File: src/rtl/lcd_access_arbiter_if.sv
// lcd_access_arbiter_if: requester and LCD-writer signals between the display
// clients and the LCD access arbiter. Requester data is packed by index i:
// row [2i+1:2i], col [4i+3:4i], char [8i+7:8i].
interface lcd_access_arbiter_if;
   logic [2:0]  req;
   logic [5:0]  req_row;
   logic [11:0] req_col;
   logic [23:0] req_char;
   logic [2:0]  gnt;
   logic [2:0]  done;
   logic [2:0]  err;
   logic        arb_busy;
   logic        lcd_busy;
   logic        lcd_done;
   logic        lcd_req;
   logic [1:0]  lcd_row;
   logic [3:0]  lcd_col;
   logic [7:0]  lcd_char;

   modport slave (
      input  req, req_row, req_col, req_char, lcd_busy, lcd_done,
      output gnt, done, err, arb_busy, lcd_req, lcd_row, lcd_col, lcd_char
   );

   modport master (
      output req, req_row, req_col, req_char, lcd_busy, lcd_done,
      input  gnt, done, err, arb_busy, lcd_req, lcd_row, lcd_col, lcd_char
   );
endinterface

File: src/rtl/lcd_access_arbiter.sv
// lcd_access_arbiter: round-robin arbiter giving three display clients
// (0 = decoder text, 1 = speed status, 2 = mode banner) exclusive access to a
// single LCD character writer.
// Optional macro LCD_ARB_TIMEOUT_EN adds a WAIT_DONE watchdog of
// LCD_TIMEOUT_CYCLES cycles that ends a stuck write with done+err.
//
// state     | meaning
// ----------+---------------------------------------------------------------
// IDLE      | no owner; grant the round-robin winner when the writer is free
// ISSUE     | one-cycle lcd_req strobe with latched row/col/char
// WAIT_DONE | waiting for lcd_done (or the watchdog, when built)
module lcd_access_arbiter #(
   parameter int unsigned LCD_TIMEOUT_CYCLES = 1_000_000
) (
   input  logic               clk,
   input  logic               rst_n,
   lcd_access_arbiter_if.slave bus
);

   typedef enum logic [1:0] {
      IDLE      = 2'd0,
      ISSUE     = 2'd1,
      WAIT_DONE = 2'd2
   } state_t;

   state_t      state_q;
   logic [2:0]  gnt_q;
   logic [2:0]  done_q;
   logic        lcd_req_q;
   logic [1:0]  lcd_row_q;
   logic [3:0]  lcd_col_q;
   logic [7:0]  lcd_char_q;
   logic [1:0]  last_q;
   logic [1:0]  owner_q;

   logic [1:0]  win_d;
   logic        win_vld_d;
   logic [2:0]  win_onehot_d;
   logic [1:0]  row_d;
   logic [3:0]  col_d;
   logic [7:0]  char_d;

   if (LCD_TIMEOUT_CYCLES < 1) begin : g_cfg_check
      $error("LCD_TIMEOUT_CYCLES must be at least 1");
   end

`ifdef LCD_ARB_TIMEOUT_EN
   localparam int WD_W = (LCD_TIMEOUT_CYCLES > 1) ? $clog2(LCD_TIMEOUT_CYCLES) : 1;
   localparam logic [WD_W-1:0] WD_LAST = WD_W'(LCD_TIMEOUT_CYCLES - 1);
   logic [WD_W-1:0] wd_q;
   logic [2:0]      err_q;
`endif

   function automatic logic [1:0] inc3(input logic [1:0] x);
      return (x == 2'd2) ? 2'd0 : x + 2'd1;
   endfunction

   // Round-robin winner search starting one past the last served requester
   always_comb begin
      logic [1:0] c0;
      logic [1:0] c1;
      logic [1:0] c2;
      c0 = inc3(last_q);
      c1 = inc3(c0);
      c2 = inc3(c1);
      win_vld_d = |bus.req;
      if (bus.req[c0])      win_d = c0;
      else if (bus.req[c1]) win_d = c1;
      else                  win_d = c2;
      win_onehot_d = 3'b001 << win_d;
      case (win_d)
         2'd0:    begin row_d = bus.req_row[1:0]; col_d = bus.req_col[3:0];  char_d = bus.req_char[7:0];   end
         2'd1:    begin row_d = bus.req_row[3:2]; col_d = bus.req_col[7:4];  char_d = bus.req_char[15:8];  end
         default: begin row_d = bus.req_row[5:4]; col_d = bus.req_col[11:8]; char_d = bus.req_char[23:16]; end
      endcase
   end

   // Arbitration FSM with registered grant, strobe, data and completion pulses
   always_ff @(posedge clk or negedge rst_n) begin
      if (!rst_n) begin
         state_q    <= IDLE;
         gnt_q      <= '0;
         done_q     <= '0;
         lcd_req_q  <= 1'b0;
         lcd_row_q  <= '0;
         lcd_col_q  <= '0;
         lcd_char_q <= 8'h20;
         last_q     <= 2'd2;
         owner_q    <= 2'd0;
`ifdef LCD_ARB_TIMEOUT_EN
         wd_q       <= '0;
         err_q      <= '0;
`endif
      end else begin
         done_q    <= '0;
         lcd_req_q <= 1'b0;
`ifdef LCD_ARB_TIMEOUT_EN
         err_q     <= '0;
`endif
         case (state_q)
            IDLE: begin
               if (win_vld_d && !bus.lcd_busy) begin
                  state_q    <= ISSUE;
                  gnt_q      <= win_onehot_d;
                  owner_q    <= win_d;
                  lcd_req_q  <= 1'b1;
                  lcd_row_q  <= row_d;
                  lcd_col_q  <= col_d;
                  lcd_char_q <= char_d;
               end
            end
            ISSUE: begin
               // A writer that finishes within the strobe cycle must not
               // leave the arbiter stranded in WAIT_DONE.
               if (bus.lcd_done) begin
                  state_q <= IDLE;
                  done_q  <= gnt_q;
                  gnt_q   <= '0;
                  last_q  <= owner_q;
               end else begin
                  state_q <= WAIT_DONE;
`ifdef LCD_ARB_TIMEOUT_EN
                  wd_q    <= '0;
`endif
               end
            end
            WAIT_DONE: begin
               if (bus.lcd_done) begin
                  state_q <= IDLE;
                  done_q  <= gnt_q;
                  gnt_q   <= '0;
                  last_q  <= owner_q;
`ifdef LCD_ARB_TIMEOUT_EN
               end else if (wd_q == WD_LAST) begin
                  state_q <= IDLE;
                  done_q  <= gnt_q;
                  err_q   <= gnt_q;
                  gnt_q   <= '0;
                  last_q  <= owner_q;
               end else begin
                  wd_q    <= wd_q + 1'b1;
`endif
               end
            end
            default: state_q <= IDLE;
         endcase
      end
   end

   assign bus.gnt      = gnt_q;
   assign bus.done     = done_q;
   assign bus.arb_busy = (state_q != IDLE);
   assign bus.lcd_req  = lcd_req_q;
   assign bus.lcd_row  = lcd_row_q;
   assign bus.lcd_col  = lcd_col_q;
   assign bus.lcd_char = lcd_char_q;
`ifdef LCD_ARB_TIMEOUT_EN
   assign bus.err      = err_q;
`else
   assign bus.err      = '0;
`endif

endmodule

File: src/flat_wrapper.sv
// flat-port wrapper written by rule: the top's interface ports become plain ports
module lcd_access_arbiter_flat 
#(
   parameter int unsigned LCD_TIMEOUT_CYCLES = 1_000_000
)
  (clk, rst_n, bus_req, bus_req_row, bus_req_col, bus_req_char, bus_lcd_busy, bus_lcd_done, bus_gnt, bus_done, bus_err, bus_arb_busy, bus_lcd_req, bus_lcd_row, bus_lcd_col, bus_lcd_char);
  lcd_access_arbiter_if bus_i ();
  input  logic clk;
  input  logic rst_n;
  input wire logic [$bits(bus_i.req)-1:0] bus_req;
  input wire logic [$bits(bus_i.req_row)-1:0] bus_req_row;
  input wire logic [$bits(bus_i.req_col)-1:0] bus_req_col;
  input wire logic [$bits(bus_i.req_char)-1:0] bus_req_char;
  input wire logic [$bits(bus_i.lcd_busy)-1:0] bus_lcd_busy;
  input wire logic [$bits(bus_i.lcd_done)-1:0] bus_lcd_done;
  output wire logic [$bits(bus_i.gnt)-1:0] bus_gnt;
  output wire logic [$bits(bus_i.done)-1:0] bus_done;
  output wire logic [$bits(bus_i.err)-1:0] bus_err;
  output wire logic [$bits(bus_i.arb_busy)-1:0] bus_arb_busy;
  output wire logic [$bits(bus_i.lcd_req)-1:0] bus_lcd_req;
  output wire logic [$bits(bus_i.lcd_row)-1:0] bus_lcd_row;
  output wire logic [$bits(bus_i.lcd_col)-1:0] bus_lcd_col;
  output wire logic [$bits(bus_i.lcd_char)-1:0] bus_lcd_char;
  assign bus_i.req = bus_req;
  assign bus_i.req_row = bus_req_row;
  assign bus_i.req_col = bus_req_col;
  assign bus_i.req_char = bus_req_char;
  assign bus_i.lcd_busy = bus_lcd_busy;
  assign bus_i.lcd_done = bus_lcd_done;
  assign bus_gnt = bus_i.gnt;
  assign bus_done = bus_i.done;
  assign bus_err = bus_i.err;
  assign bus_arb_busy = bus_i.arb_busy;
  assign bus_lcd_req = bus_i.lcd_req;
  assign bus_lcd_row = bus_i.lcd_row;
  assign bus_lcd_col = bus_i.lcd_col;
  assign bus_lcd_char = bus_i.lcd_char;
  lcd_access_arbiter #(.LCD_TIMEOUT_CYCLES(LCD_TIMEOUT_CYCLES)) u_core (.clk(clk), .rst_n(rst_n), .bus(bus_i));
endmodule
File: config.mk
export PLATFORM = sky130hd
export DESIGN_NAME = lcd_access_arbiter_flat
export DESIGN_NICKNAME = d
export VERILOG_FILES = /design/src/rtl/lcd_access_arbiter_if.sv /design/src/rtl/lcd_access_arbiter.sv /design/src/flat_wrapper.sv
export SDC_FILE = /design/constraint.sdc
export NUM_CORES = 1
export LEC_CHECK = 0
export CORE_ASPECT_RATIO = 0.75
export CORE_MARGIN = 2
export CORE_UTILIZATION = 40
export DETAILED_ROUTE_END_ITERATION = 10
export GPL_TIMING_DRIVEN = 0
export PLACE_DENSITY = 0.78
export RECOVER_POWER = 100
export SLEW_MARGIN = 15
export SYNTH_ARGS = -nofsm -noshare
export SYNTH_HDL_FRONTEND = slang
export SYNTH_SLANG_ARGS = --single-unit
File: constraint.sdc
create_clock -name clk -period 1.8 [get_ports clk]
set_input_delay 0.36 -clock clk [delete_from_list [all_inputs] [get_ports clk]]
set_output_delay 0.36 -clock clk [all_outputs]
set_load 0.01 [all_outputs]
-- Word-level counts from Yosys, hierarchy flattened
Cells that the tools add are included.
- register bits after elaboration: 27
- reduce and logical (&&, ||, !) cells: 12
- multiplexer cells: 23
- shifts and indexed selects: 1
- add/sub/neg operators: 3
- equality and inequality tests: 9
- magnitude comparators: 2
- operators with widths (kind ; number):
    $mux W2 ; 8
    $pmux W8 S2 ; 1
    $mux W3 ; 4
    $eq A2 B2 Y1 const B ; 4
    $pmux W4 S2 ; 1
    $add A2 B1 Y2 const B ; 3
    $lt A2 B3 Y1 const B ; 2
    $pmux W2 S3 ; 1
    $pmux W3 S2 ; 1
    $reduce_and A2 Y1 ; 3
    $bmux W1 S2 ; 2
    $eq A2 B1 Y1 const B ; 2
    $logic_not A2 Y1 ; 2
    $mux W1 ; 4
    $ne A2 B1 Y1 const B ; 2
    $pmux W2 S2 ; 1
    $reduce_bool A2 Y1 ; 2
    $reduce_and A3 Y1 ; 1
    $reduce_or A3 Y1 ; 1
    $shl A1 B2 Y3 const A ; 1
    $ne A2 B2 Y1 const B ; 1
    $reduce_or A2 Y1 ; 1
    $logic_and A1 B1 Y1 ; 1
    $logic_not A1 Y1 ; 1

-- Logic depth before layout (Yosys ltp)
- word-level depth: 11
- depth in mapped cells: 7

-- Worst setup path before layout
No wires, ideal clock.
- kind: register to register
- start point: register u_core.state_q[1]
- end point: register u_core.gnt_q[2] (netlist: u_core.bus.gnt[2])
- setup time: 0.121 ns
- stages on the path, launching flop included: 7
- data required time: 1.679 ns
- path buffers: 0
- setup slack: 0.401 ns
- arrival time: 1.278 ns
- cells stage by stage: dfrtp_1 -> inv_1 -> ha_1 -> inv_1 -> a21oi_2 -> a211o_1 -> a22o_1
- word-level cells in the longest chain between the ends: 4
- elaborated cells on any way between the ends: 9
- those cells by class: eq/ne: 4; mux: 1; reduce/logical: 4
- RTL lines (what ; RTL line ; text):
    start: declaration ; lcd_access_arbiter.sv:26 ; state_t state_q;
    start signal: assignment ; lcd_access_arbiter.sv:81 ; state_q <= IDLE;
    start signal: assignment ; lcd_access_arbiter.sv:103 ; state_q <= ISSUE;
    start signal: assignment ; lcd_access_arbiter.sv:116 ; state_q <= IDLE;
    $eq A2 B1 Y1 / $eq A2 B2 Y1 (equally long branches) ; lcd_access_arbiter.sv:100 ; case (state_q)
    $reduce_or A2 Y1 (no source line) ; -- ;
    $ne A2 B1 Y1 (no source line) / $reduce_bool A2 Y1 (equally long branches) ; -- ;
    $reduce_and A3 Y1 (no source line) ; -- ;
    end signal: assignment ; lcd_access_arbiter.sv:104 ; gnt_q <= win_onehot_d;
    end: declaration ; lcd_access_arbiter.sv:27 ; logic [2:0] gnt_q;
Parallel ways exist; a longest one is shown, timed or not.
A chain may end at the register's enable or synchronous reset.

-- Worst setup path in the final report
- start point: input bus_req[2]
- end point: register u_core.lcd_char_q[0] (netlist: u_core.bus.lcd_char[0])
- word-level cells in the longest chain between the ends: 6
- elaborated cells on any way between the ends: 12
- those cells by class: eq/ne: 1; mux: 7; reduce/logical: 4
- RTL lines (what ; RTL line ; text):
    start: declaration ; flat_wrapper.sv:10 ; input wire logic [$bits(bus_i.req)-1:0] bus_req;
    $bmux W1 S2 ; lcd_access_arbiter.sv:68 ; else if (bus.req[c1]) win_d = c1;
    $mux W1 (not written as such) ; lcd_access_arbiter.sv:68 ;
    $mux W2 ; lcd_access_arbiter.sv:68 ;
    $mux W2 ; lcd_access_arbiter.sv:67 ; if (bus.req[c0]) win_d = c0;
    $eq A2 B1 Y1 / $logic_not A2 Y1 (equally long branches) ; lcd_access_arbiter.sv:71 ; case (win_d)
    $pmux W8 S2 ; lcd_access_arbiter.sv:71 ;
    end signal: assignment ; lcd_access_arbiter.sv:109 ; lcd_char_q <= char_d;
    end: declaration ; lcd_access_arbiter.sv:32 ; logic [7:0] lcd_char_q;
Parallel ways exist; a longest one is shown, timed or not. The select of a mux whose other input is x is not followed.

==> metrics.txt <==
most instantiated flip-flop cell in the synthesis netlist=dfrtp_1; worst clock skew on the final layout=0.008064 ns; min cycle time layout=1.703 ns; sequence of cells on the critical path=clkdlybuf4s50_1 -> or3_4 -> nand3_4 -> inv_2 -> buf_2 -> nor2_1 -> a31oi_1; post-synth top area share=0.4310; biggest area contributors in the synthesized netlist=dfrtp_1 43%, a31oi_1 6.0%, a21oi_1 4.8%; leftover overflow at the end of global routing=0; DRC errors left=0; Max-cap violations=0; crit-path max FO=10; number of nets in the layout=289; initial core utilization=0.4296; total via count after detailed routing=1,452; number of slew-limit violations in the final report=0; Adder-Cell Fraction of Synth Area=0.03448; count of buffers inserted at the top-level ports=70; Setup Crit Path Kind=input port to register; area leader, netlist=dfrtp_1; peak supply drop=0.0007203 V; share of synthesized area spent on multiplexers=0.01552; clock tree from TritonCTS=yes; post-route fraction of the period consumed by the critical path=0.9462; core region area=0.003378 sq mm; r2r setup slk=0.17 ns; cell area reported after detailed placement=0.002205 sq mm; simple logic cell fraction of the synthesized area=0.1828; most common library cells after synthesis=25 x dfrtp_1, 15 x nor2_1, 14 x a21oi_1, 14 x a31oi_1, 14 x nand3_1; die width=73.56 um; Synth Instances=157; synthesized area per cell=9.245 sq um; pin count of the biggest net entering global routing=28; Max-slew headroom=0.05263; share of flip-flops with an asynchronous set or reset=1.000; first-pass GRT wire length=6630 um; complex-gate fraction of the synthesized area=0.2328; maximum level of the CTS H-tree=1; Clk pin slew, worst setup/hold paths=0.09 ns; power per cell area=1367 mW/mm^2; Final Hold Violating Endpoints=0; Synth Area in XOR/XNOR=0; min-delay worst type=input port to asynchronous set/reset pin; initial DRC count=81; Yosys warning count=0; Worst Setup End Kind=register; RePlAce Congestion=0.8171; number of synthesized flops with an enable pin=0; RSZ-0062 raised after global routing=false; number of synthesized register bits=27; buffer depth of the longest clock path=2; antenna viol nets, final=0; most repeated cell in the gate-level netlist after synthesis=dfrtp_1; average vias per placed instance=5.280; iteration count of the initial detailed-routing pass=4; antenna diode instance count=0; critical path data arrival time=~1.9 ns; share of synthesized area occupied by flip-flops and latches=0.4672; count of buffering cells on the critical path with inverters included=3; CP max stage cell=clkdlybuf4s50_1; critical path startpoint category=input port; required time of the worst setup path=1.95 ns; Cell variety after synth=35; leak pwr=~1 nW; Critical Path Max Stage Delay=0.49 ns; total routed wirelength=roughly 4000 um; worst skew pair latency=approximately 0.27 ns; Rows=18; Worst path top cell family by delay=buffers and inverters; clock root buffer master=clkbuf_8; Max Clk Rate=0.5871 GHz; netlist area before placement=0.001451 sq mm; summed area of non-filler cells in the final layout=roughly 0.0023 sq mm; status=finished, final reports clean; overall power of the completed layout=3.117 mW; number of global-route vias before repair=1,415; number of CTS-inserted buffers=3; io pins=74; dpl hpwl=roughly 3000 um; GRT Total Usage=0.2014; initial antenna violation count=0; Total Die Area=0.004131 sq mm; Sinks on Clock Net=27; Syn-to-layout area delta=57.16%; vertical die dimension=between 50 and 60 um; hold bufs inserted after CTS=0; pin slew with the least headroom to its limit=1.421 ns; main combinational cell family by area after synthesis=compound AO/OA/AOI/OAI gates; post-DR wirelength/cell=14.72 um; ratio of cells with drive above 1 in the final layout=0.1149; Setup-failing EPs final=0
==> cells in the final DEF, fill, tap and decap left out, types with 2 or more instances in the layout <==
cell and count:
a21oi_1 14, buf_2 4, clkbuf_1 2, a31oi_1 14
o2bb2ai_1 2, nand2_1 7, clkbuf_4 2, inv_1 7
dlygate4sd3_1 20, dfstp_2 2, dlymetal6s2s_1 2, buf_4 5
clkdlybuf4s50_1 46, o21ai_1 6, ha_1 4, and3_1 3
mux2_2 2, clkbuf_8 3, nand2b_1 3, o21ai_0 13
nand3_1 14, dfrtp_1 25, nor2_1 15, conb_1 3
==> metal layers <==
layer,global-route usage,share of wire,up-vias
li1,-,-,715
met1,0.2990,0.48,662
met2,0.3087,0.42,73
met3,0.04167,0.096,2
met4,0.02597,0.0035,0
met5,0,0,-
==> sequential cells by signal (all words and copies together), names as in the netlist <==
register / count
u_core.bus.done: 3
u_core.bus.lcd_char: 8
u_core.bus.gnt: 3
u_core.bus.lcd_row: 2
u_core.state_q: 2
u_core.last_q: 2
u_core.owner_q: 2
u_core.bus.lcd_req: 1
u_core.bus.lcd_col: 4
==> layout make-up <==
class	count	area, sq um
fill	301	1097
timing repair buffer	72	713.2
multi-input combinational	114	695.7
sequential	27	678.2
buffer	10	68.82
tap	40	50.05
clock buffer	4	45.04
inverter	8	30.03
==> power by group <==
group          leakage, nW  switching (mW)  total [mW]  internal, mW
Clock               0.0228           0.187       0.345         0.159
Combinational        0.656           0.884        1.74         0.855
Sequential           0.323           0.144        1.03         0.890
==> what timing repair did <==
action / CTS / global route
cloned: 0 / 0
setup buffers: 2 / 0
resized for setup: 1 / 6
hold endpoints to repair: 0 / 0
pin swaps: 0 / 1
endpoints found under the setup margin: 1 / 13
==> worst reg2reg max path: stages, from the launching register on <==
cell,delay (ns)
dfstp_2,0.60
nor3b_1,0.19
a31o_2,0.22
buf_2,0.26
a21oi_1,0.11
a31oi_1,0.18
==> final timing paths <==
kind	startpoint	endpoint	depth (start not counted)
hold / removal	rst_n	u_core.bus.lcd_req$_DFF_PN0_	1
hold reg to reg	u_core.owner_q[1]$_DFFE_PN0P_	u_core.owner_q[1]$_DFFE_PN0P_	2
max in group asynchronous	rst_n	u_core.owner_q[0]$_DFFE_PN0P_	1
setup / recovery	bus_req[2]	u_core.bus.lcd_char[0]$_DFFE_PN0P_	7
setup reg to reg	u_core.last_q[1]$_DFFE_PN1P_	u_core.bus.lcd_col[1]$_DFFE_PN0P_	5
min in group clk	u_core.owner_q[1]$_DFFE_PN0P_	u_core.owner_q[1]$_DFFE_PN0P_	2
==> logic make-up (layout without fill, tap and decap cells) <==
| kind of cell | count (synthesis) | after routing |
|---|---|---|
| and+or+nand+nor | 49 | 49 |
| AOI/OAI and AO/OA | 56 | 56 |
| buffers and inverters | 18 | 94 |
| other | 1 | 3 |
| adders and majority gates | 4 | 4 |
| muxes | 2 | 2 |
| DFF | 27 | 27 |
==> metrics by stage <==
| stage | setup WS (ns) | utilization | TNS, ns | hold slack [ns] | instances |
|---|---|---|---|---|---|
| floorplan | 0.4009 | - | 0 | 0.06441 | 159 |
| global placement | -0.2440 | 0.6541 | -3.585 | 0.4597 | 269 |
| detailed placement | -0.2632 | 0.6526 | -3.671 | 0.3994 | 269 |
| CTS | 0.02490 | 0.6700 | 0 | 0.09586 | 275 |
| global route | 0.002203 | 0.6752 | 0 | 0.5008 | 275 |
| finish | 0.09677 | 0.6752 | 0 | 0.3949 | 275 |
Power figures use the tool's default switching activity.
